## config.mk

```make
export PLATFORM = sky130hd
export DESIGN_NAME = sad_search_ctrl_flat
export DESIGN_NICKNAME = d
export VERILOG_FILES = /design/src/rtl/sad_search_ctrl_if.sv /design/src/rtl/sad_search_ctrl.sv /design/src/flat_wrapper.sv
export SDC_FILE = /design/constraint.sdc
export NUM_CORES = 1
export LEC_CHECK = 0
export CAP_MARGIN = 5
export CORE_MARGIN = 2
export CORE_UTILIZATION = 51
export CTS_CLUSTER_DIAMETER = 150
export DETAILED_ROUTE_END_ITERATION = 8
export PLACE_DENSITY_LB_ADDON = 0.05
export SYNTH_ARGS = -nofsm -noshare
export SYNTH_HDL_FRONTEND = slang
export SYNTH_SLANG_ARGS = --single-unit
```

## constraint.sdc

```tcl
create_clock -name clk -period 1.9 [get_ports clk]
set_input_delay 0.38 -clock clk [delete_from_list [all_inputs] [get_ports clk]]
set_output_delay 0.38 -clock clk [all_outputs]
set_load 0.02 [all_outputs]
```

## src/rtl/sad_search_ctrl_if.sv

```systemverilog
// Bus bundle between the block-fetch side, the SAD unit and the full-search
// scheduler. The scheduler takes the slave view; the environment drives the
// master view.
interface sad_search_ctrl_if #(
    parameter int DWIDTH = 8,
    parameter int MVW    = 4
);
    logic                start;
    logic                ref_rdy;
    logic [MVW-1:0]      cand_dx;
    logic [MVW-1:0]      cand_dy;
    logic                cal_en;
    logic [8+DWIDTH-1:0] sad;
    logic                sad_vld;
    logic                busy;
    logic                done;
    logic [8+DWIDTH-1:0] best_sad;
    logic [MVW-1:0]      best_mvx;
    logic [MVW-1:0]      best_mvy;

    modport slave (
        input  start, ref_rdy, sad, sad_vld,
        output cand_dx, cand_dy, cal_en, busy, done, best_sad, best_mvx, best_mvy
    );

    modport master (
        output start, ref_rdy, sad, sad_vld,
        input  cand_dx, cand_dy, cal_en, busy, done, best_sad, best_mvx, best_mvy
    );
endinterface

```

## src/rtl/sad_search_ctrl.sv

```systemverilog
// Full-search motion-estimation scheduler. Issues every (dx,dy) in
// [-SR,+SR]^2 in raster order to the SAD unit, one per ready cycle, and
// tracks the minimum returned SAD together with its motion vector.
module sad_search_ctrl #(
    parameter int DWIDTH  = 8,
    parameter int SR      = 2,
    parameter int SAD_LAT = 6,
    parameter int MVW     = 4
) (
    input  logic             clk,
    input  logic             rst,
    sad_search_ctrl_if.slave bus
);
    localparam int unsigned SW    = 8 + DWIDTH;
    localparam int unsigned NCAND = (2*SR+1) * (2*SR+1);
    localparam int unsigned CW    = $clog2(NCAND + 1);

    localparam logic signed [MVW-1:0] POS      = MVW'(SR);
    localparam logic signed [MVW-1:0] NEG      = MVW'(-SR);
    localparam logic signed [MVW-1:0] ONE      = MVW'(1);
    localparam logic        [CW-1:0]  CNT_FULL = CW'(NCAND);
    localparam logic        [CW-1:0]  CNT_LAST = CW'(NCAND - 1);
    localparam logic        [CW-1:0]  CNT_ONE  = CW'(1);

    // A zero-latency SAD unit would close a combinational path from cal_en
    // back into sad_vld, and the offsets must fit in MVW signed bits.
    generate
        if (SAD_LAT < 1) begin : g_lat_chk
            $error("sad_search_ctrl: SAD_LAT must be at least 1");
        end
        if (SR < 0 || SR >= (1 << (MVW - 1))) begin : g_sr_chk
            $error("sad_search_ctrl: MVW too narrow for SR");
        end
    endgenerate

    typedef enum logic [1:0] {
        IDLE,
        ISSUE,
        DRAIN,
        DONE
    } state_t;

    state_t state, state_n;

    logic signed [MVW-1:0] cand_dx, cand_dy;
    logic signed [MVW-1:0] ret_x, ret_y;
    logic        [CW-1:0]  ret_cnt;
    logic        [SW-1:0]  best_sad;
    logic signed [MVW-1:0] best_mvx, best_mvy;

    logic cal_en;
    logic issue_last;
    logic count_vld;
    logic ret_full;

    assign issue_last = (cand_dx == POS) && (cand_dy == POS);
    assign count_vld  = bus.sad_vld && ((state == ISSUE) || (state == DRAIN))
                        && (ret_cnt != CNT_FULL);
    // The final return completes the search in the same cycle it arrives,
    // so DONE follows directly without an extra DRAIN cycle.
    assign ret_full   = (ret_cnt == CNT_FULL) || (count_vld && (ret_cnt == CNT_LAST));

    // State register.
    always_ff @(posedge clk) begin
        if (rst) begin
            state <= IDLE;
        end else begin
            state <= state_n;
        end
    end

    // Next-state decode and the combinational issue strobe.
    always_comb begin
        state_n = state;
        cal_en  = 1'b0;
        case (state)
            IDLE: begin
                if (bus.start) begin
                    state_n = ISSUE;
                end
            end
            ISSUE: begin
                cal_en = bus.ref_rdy;
                if (bus.ref_rdy && issue_last) begin
                    state_n = DRAIN;
                end
            end
            DRAIN: begin
                if (ret_full) begin
                    state_n = DONE;
                end
            end
            DONE: begin
                state_n = IDLE;
            end
            default: begin
                state_n = IDLE;
            end
        endcase
    end

    // Candidate issue position, return position counters and best tracking.
    always_ff @(posedge clk) begin
        if (rst) begin
            cand_dx  <= NEG;
            cand_dy  <= NEG;
            ret_x    <= NEG;
            ret_y    <= NEG;
            ret_cnt  <= '0;
            best_sad <= '0;
            best_mvx <= '0;
            best_mvy <= '0;
        end else begin
            if ((state == IDLE) && bus.start) begin
                cand_dx  <= NEG;
                cand_dy  <= NEG;
                ret_x    <= NEG;
                ret_y    <= NEG;
                ret_cnt  <= '0;
                best_sad <= '1;
                best_mvx <= '0;
                best_mvy <= '0;
            end

            // The last candidate leaves the position parked at (+SR,+SR).
            if (cal_en && !issue_last) begin
                if (cand_dx == POS) begin
                    cand_dx <= NEG;
                    cand_dy <= cand_dy + ONE;
                end else begin
                    cand_dx <= cand_dx + ONE;
                end
            end

            if (count_vld) begin
                ret_cnt <= ret_cnt + CNT_ONE;
                if (ret_x == POS) begin
                    ret_x <= NEG;
                    ret_y <= ret_y + ONE;
                end else begin
                    ret_x <= ret_x + ONE;
                end
                if (bus.sad < best_sad) begin
                    best_sad <= bus.sad;
                    best_mvx <= ret_x;
                    best_mvy <= ret_y;
                end
            end
        end
    end

    assign bus.cal_en   = cal_en;
    assign bus.cand_dx  = cand_dx;
    assign bus.cand_dy  = cand_dy;
    assign bus.busy     = (state == ISSUE) || (state == DRAIN);
    assign bus.done     = (state == DONE);
    assign bus.best_sad = best_sad;
    assign bus.best_mvx = best_mvx;
    assign bus.best_mvy = best_mvy;
endmodule
```

## src/flat_wrapper.sv

```systemverilog
// flat-port wrapper written by rule: the top's interface ports become plain ports
module sad_search_ctrl_flat 
#(
    parameter int DWIDTH  = 8,
    parameter int SR      = 2,
    parameter int SAD_LAT = 6,
    parameter int MVW     = 4
)
  (clk, rst, bus_start, bus_ref_rdy, bus_sad, bus_sad_vld, bus_cand_dx, bus_cand_dy, bus_cal_en, bus_busy, bus_done, bus_best_sad, bus_best_mvx, bus_best_mvy);
  sad_search_ctrl_if #(.DWIDTH(DWIDTH), .MVW(MVW)) bus_i ();
  input  logic clk;
  input  logic rst;
  input wire logic [$bits(bus_i.start)-1:0] bus_start;
  input wire logic [$bits(bus_i.ref_rdy)-1:0] bus_ref_rdy;
  input wire logic [$bits(bus_i.sad)-1:0] bus_sad;
  input wire logic [$bits(bus_i.sad_vld)-1:0] bus_sad_vld;
  output wire logic [$bits(bus_i.cand_dx)-1:0] bus_cand_dx;
  output wire logic [$bits(bus_i.cand_dy)-1:0] bus_cand_dy;
  output wire logic [$bits(bus_i.cal_en)-1:0] bus_cal_en;
  output wire logic [$bits(bus_i.busy)-1:0] bus_busy;
  output wire logic [$bits(bus_i.done)-1:0] bus_done;
  output wire logic [$bits(bus_i.best_sad)-1:0] bus_best_sad;
  output wire logic [$bits(bus_i.best_mvx)-1:0] bus_best_mvx;
  output wire logic [$bits(bus_i.best_mvy)-1:0] bus_best_mvy;
  assign bus_i.start = bus_start;
  assign bus_i.ref_rdy = bus_ref_rdy;
  assign bus_i.sad = bus_sad;
  assign bus_i.sad_vld = bus_sad_vld;
  assign bus_cand_dx = bus_i.cand_dx;
  assign bus_cand_dy = bus_i.cand_dy;
  assign bus_cal_en = bus_i.cal_en;
  assign bus_busy = bus_i.busy;
  assign bus_done = bus_i.done;
  assign bus_best_sad = bus_i.best_sad;
  assign bus_best_mvx = bus_i.best_mvx;
  assign bus_best_mvy = bus_i.best_mvy;
  sad_search_ctrl #(.DWIDTH(DWIDTH), .SR(SR), .SAD_LAT(SAD_LAT), .MVW(MVW)) u_core (.clk(clk), .rst(rst), .bus(bus_i));
endmodule
```

==> results.py <==
metrics = {
    "clock_network": {
        "cts_buffers": 5,
        "clock_latency_ns": 0.30,
        "ctsHoldBuffers": 0,
        "cts_buffer_depth": 2,
        "cts_tree": "done",
        "cts_root_buf": "clkbuf_8",
        "clock-sinks": 47,
        "htreeDepth": 2,
        "clkSlewWorstSetupHoldPaths_ns": 0.09,
    },
    "global_route": {
        "grt_first_pass_wirelength_microns": 10500,
        "grt_usage": 0.213,
        "grt_pass1_vias": 2331,
        "grt_overflow": 0,
        "grt_max_degree": 47,
        "antenna_found_initial": 0,
    },
    "logic_synthesis": {
        "synthAdderAreaFrac": 0.138,
        "ys.warnings.count": 0,
        "synthMuxAreaShare": 0.101,
        "synth_compound_area_frac": 0.144,
        "syn_area_sq_mm": 0.00271,
        "synthXorXnorAreaFrac": 0,
        "yosys.area.top_type_share": 0.347,
        "syn-num-nets": 371,
        "synth_top_family_by_area": "simple AND/OR/NAND/NOR gates",
        "synthDistinctLibCells": 43,
        "synth_cells": 320,
        "synthSimpleGateAreaFrac": 0.200,
        "synth_area_leaders": "dfxtp_1, ha_1, mux2i_1, nand2_1, o21ai_0",
        "ys_seq_area_frac": 0.347,
        "ys_seq_elements": 47,
        "syn_avg_cell_area_sq_um": 8.48,
        "synth_area_leader_cell": "dfxtp_1",
    },
    "pwr": {
        "leakagePower_nw": 1.78,
        "power-per-cell-area_mw_per_mm2": 1180,
        "max-vdd-ir-drop_v": 0.000654,
    },
    "route": {
        "via_per_inst": 5.28,
        "avgRoutedWirePerCell_microns": 13.6,
        "vias": 2504,
        "drc": 0,
        "wl_microns": 6460,
        "ant_nets": 0,
        "dr.pass1.iters": 4,
        "drt_iter0_markers": 107,
    },
    "job": {
        "maxCapViolCount": 0,
    },
    "placed_design": {
        "hpwl_microns": 4480,
        "portBuffers": 55,
        "place_ws_ns": -0.345,
        "gp_congestion": 0.806,
    },
    "floorplan": {
        "io_pins": 56,
        "die_w_microns": 76.9,
        "start_util": 0.531,
        "die_area_sq_mm": 0.00592,
        "core-area_sq_mm": 0.00511,
        "die_h_microns": 76.9,
        "rows": 26,
    },
    "worst_hold_path": {
        "holdCritPathClass": "input port to flop",
    },
    "cells_and_area": {
        "diodes": 0,
        "final_cell_mix": "nand2_1, dfxtp_1, clkdlybuf4s50_1",
        "drive_gt1_frac": 0.191,
        "finalNetCount": 454,
        "area_growth_pct": 43.1,
        "final_common_cell": "nand2_1",
    },
    "sta": {
        "period_needed_ns": 1.88,
        "slew_headroom": 0.735,
        "report.final.slew_viol_count": 0,
        "finalWorstSetupSlack_ns": 0.0237,
        "setup_viol": 0,
        "worst_pin_slew_ns": 0.387,
        "max_freq_mhz": 533,
        "hold_viol_final": 0,
        "fin_crit_sh": 0.988,
        "clock_skew_ns": 0.00793,
        "hold_slack_ns": 0.352,
    },
    "critical_path": {
        "path_class": "flop to flop",
        "critPathArrivalTime_ns": 2.06,
        "path_max_fanout": 4,
        "endpoint_kind": "flop",
        "slowest_stage": "dfxtp_1",
        "critPathBufInv": 3,
        "critPathMaxStageDelay_ns": 0.37,
        "critPathTopFamily": "buffers and inverters",
        "required_ns": 2.08,
        "crit_chain": "inv_1, ha_4, a41oi_2, o21ai_1, a22oi_2, nand4b_1, buf_4, buf_6, mux2i_1",
        "critPathLaunchType": "flop",
    },
    "status": {
        "status": "completed",
    },
}
[synthesized netlist by cell type]
cell / count
a2111oi_0: 1
dfxtp_1: 47
a211oi_1: 3
o21ai_1: 2
clkbuf_1: 9
nor2b_1: 1
nand2_1: 48
a311oi_1: 1
o21bai_1: 1
a21o_1: 2
nand2b_4: 1
clkinv_1: 1
nor3b_1: 1
nor2_1: 18
buf_2: 1
nor4_1: 1
a311o_1: 1
nor3_1: 10
a21oi_1: 20
nand3_1: 14
nand3b_1: 2
nor3b_2: 2
a22oi_1: 1
buf_6: 1
o32ai_1: 1
mux2i_1: 25
mux2_2: 2
nand4b_1: 3
or3_1: 1
nand2b_1: 1
o21ai_0: 23
o22ai_1: 1
a31o_2: 1
a221o_1: 1
a41oi_1: 1
o31ai_1: 2
buf_12: 2
inv_1: 26
nand4_1: 3
or2_2: 4
ha_1: 30
and2_1: 3
a2111oi_4: 1
[worst register-to-register path: stages (launching register included)]
cell and delay (ns):
dfxtp_1 0.37, inv_1 0.09, ha_4 0.25, a41oi_2 0.18, o21ai_1 0.09, a22oi_2 0.15
nand4b_1 0.19, buf_4 0.20, buf_6 0.13, mux2i_1 0.12
[metal layers]
| layer | share of wire | track usage |
|---|---|---|
| met1 | 0.45 | 0.276 |
| met2 | 0.51 | 0.372 |
| met3 | 0.033 | 0.0306 |
| met4 | 0.0062 | 0.0491 |
| met5 | 0 | 0 |
[stage by stage]
| step | TNS (ns) | area (sq um) | total power (W) | instances | utilization |
|---|---|---|---|---|---|
| 2_1_floorplan | 0 | 2720 | 0.00266 | 320 | - |
| 3_3_place_gp | -7.68 | 3510 | 0.00342 | 463 | 0.687 |
| 3_5_place_dp | -8.09 | 3510 | 0.00347 | 463 | 0.687 |
| 6_report | 0 | 3880 | 0.00456 | 474 | 0.760 |
| 5_1_grt | -0.438 | 3880 | 0.00487 | 474 | 0.760 |
| 4_1_cts | 0 | 3740 | 0.00445 | 473 | 0.733 |
[power breakdown]
group | internal, W | switching, W
logic | 0.00114 | 0.00119
registers | 0.00120 | 0.000160
clock network | 0.000525 | 0.000353
total | 0.00287 | 0.00170
[cell families (layout without fill, tap and decap cells)]
family / count (synthesis) / count (layout)
compound gates: 63 / 63
fa+ha+maj: 30 / 30
flops: 47 / 47
simple gates: 113 / 113
mux: 27 / 27
buf+inv: 40 / 124
[path summary, 6_finish.rpt]
path,from,end,slack (ns),cells past startpoint
worst max-delay path,u_core.bus.best_sad[6],u_core.bus.best_sad[9],0.02,9
worst min-delay path,bus_sad[0],u_core.bus.best_sad[0],0.35,3
worst max register to register,u_core.bus.best_sad[6],u_core.bus.best_sad[9],0.02,9
worst min register to register,u_core.bus.best_mvx[3],u_core.bus.best_mvx[3],0.47,2
[cell type report]
cell class | instances | area, sq um
flip-flops and latches | 47 | 946
multi-input cells | 233 | 1760
clock inverters | 3 | 67.6
clock buffers | 5 | 68.8
repair buffers | 89 | 851
well taps | 70 | 87.6
inverters | 27 | 101
fillers | 379 | 1220
[flip-flops by register name, indices dropped and copies added (netlist names)]
register / cells
u_core.bus.best_mvy: 4
u_core.bus.best_sad: 16
u_core.bus.cand_dx: 4
u_core.bus.cand_dy: 4
u_core.ret_x: 4
u_core.state: 2
u_core.ret_cnt: 5
u_core.bus.best_mvx: 4
u_core.ret_y: 4
[what timing repair did]
action                     in CTS  in global routing
pin swaps                       0                  6
gates resized for setup        18                 31
setup endpoints to repair      27                 31
gates cloned                    1                  0
buffers inserted                1                  1
Note: power is estimated with default switching activity, not from simulation.
==> RTL change: new RTL, same flow settings <==
The 4 states of `state_t` get a Gray code encoding in 2 bits.
--- a/src/rtl/sad_search_ctrl.sv
+++ b/src/rtl/sad_search_ctrl.sv
@@ -35,8 +35,8 @@
 
     typedef enum logic [1:0] {
-        IDLE,
-        ISSUE,
-        DRAIN,
-        DONE
+        IDLE  = 2'b00,
+        ISSUE = 2'b01,
+        DRAIN = 2'b11,
+        DONE  = 2'b10
     } state_t;
 
Function: same outputs for any inputs over 10 cycles, from zero or initial values and one cycle with rst high; not proved beyond that.
==> RTL change against the original RTL <==
The flow now finishes with violations (setup timing). Setup slack lost 0.12 ns. Synthesized area down 3.2%. Cell area is essentially flat. Via count is 1.6% higher. Sequential cell count did not move. Cell count fell by 0.84%. Routed wire length grew 8.6%. Critical path depth increased by 1. Utilization is 0.93 points higher. Global-route usage increased by 2.9 points. Largest cell class unchanged.
Power is not compared: it rests on default switching activity, and its combinational part moved more than twofold at a synthesized area within 25%.
==> RTL change: results (changes against the original RTL) <==
Multi-input logic cell count - 222 (was 233)
First-pass GRT wire length - 10.7 mm (was 10.5 mm)
Non-clock inverters - 25 (was 27)
Failing checks - setup timing
RePlAce Congestion - 0.816 (was 0.806)
Synth Net Count - 353 (was 371)
Status - complete, but fails checks (was complete, no violations)
Met3 Wirelength - 324 um (was 211 um)
Hold slack - 0.468 ns (was 0.352 ns)
Clock Skew - 0.0110 ns (was 0.00793 ns)
Register area share after synthesis - 35.8% (was 34.7%)
Synth Area in Adders - 11.9% (was 13.8%)
Core box area - 5040 um^2 (was 5110 um^2)
Sequential cell area - 956 um^2 (was 946 um^2)
Critical path arrival - 2.19 ns (was 2.06 ns)
Vias/cell - 5.41 (was 5.28)
Final setup fails - 19 (was 0)
Routing usage on met2 - 40.5% (was 37.2%)
HPWL Detailed - 4.34 mm (was 4.48 mm)
Hold Path Depth - 2 (was 3)
Setup ws final - -0.0924 ns (was 0.0237 ns)
WHS Endpoint - u_core.bus.best_mvx[2] (was u_core.bus.best_sad[0])
Peak fanout along the critical path - 5 (was 4)
GR Util met3 - 3.57% (was 3.06%)
Final TNS setup - -1.37 ns (was 0 ns)
Met1 Use GR - 31.0% (was 27.6%)
Worst r2r dst - u_core.bus.best_sad[5] (was u_core.bus.best_sad[9])
Clock network area share - 2.29% (was 3.51%)
Area of the multi-input gates - 1700 um^2 (was 1760 um^2)
Final #Nets - 445 (was 454)
Yosys cell types - 44 (was 43)
Design Area, Final - 3880 um^2 (about the same)
Met2 Wirelength - 3.34 mm (was 3.28 mm)
## RTL change: cell types whose count changed in the layout (fill, tap and decap cells not counted), sizes merged, moves of 3 or more
cell / before / now
nand2: 48 / 45
dlymetal6s2s: 13 / 0
and2: 3 / 0
nand3: 14 / 7
or2: 4 / 1
dlygate4sd2: 6 / 18
buf: 34 / 43
ha: 30 / 25
## RTL change: report_power, final
group	internal (mW)	switching (mW)
clock	0.257	0.371
combinational	0.342	0.340
sequential	1.04	0.0400
total	1.64	0.750
## RTL change: worst reg2reg max path, cell delays in order, from the launching register on
cell and delay, ns:
dfxtp_2 0.35, inv_2 0.05, ha_4 0.27, nand4_1 0.16, nor4_2 0.31, a32oi_2 0.19, nand2_4 0.14, buf_6 0.14
buf_16 0.13, mux2i_1 0.18
## RTL change: repair_timing
action | in CTS | in global routing
endpoints found under the setup margin | 27 | 24
cloned | 3 | 0
pin swaps | 14 | 8
setup buffers | 8 | 5
endpoints found under the hold margin | 0 | 0
resized for setup | 44 | 11
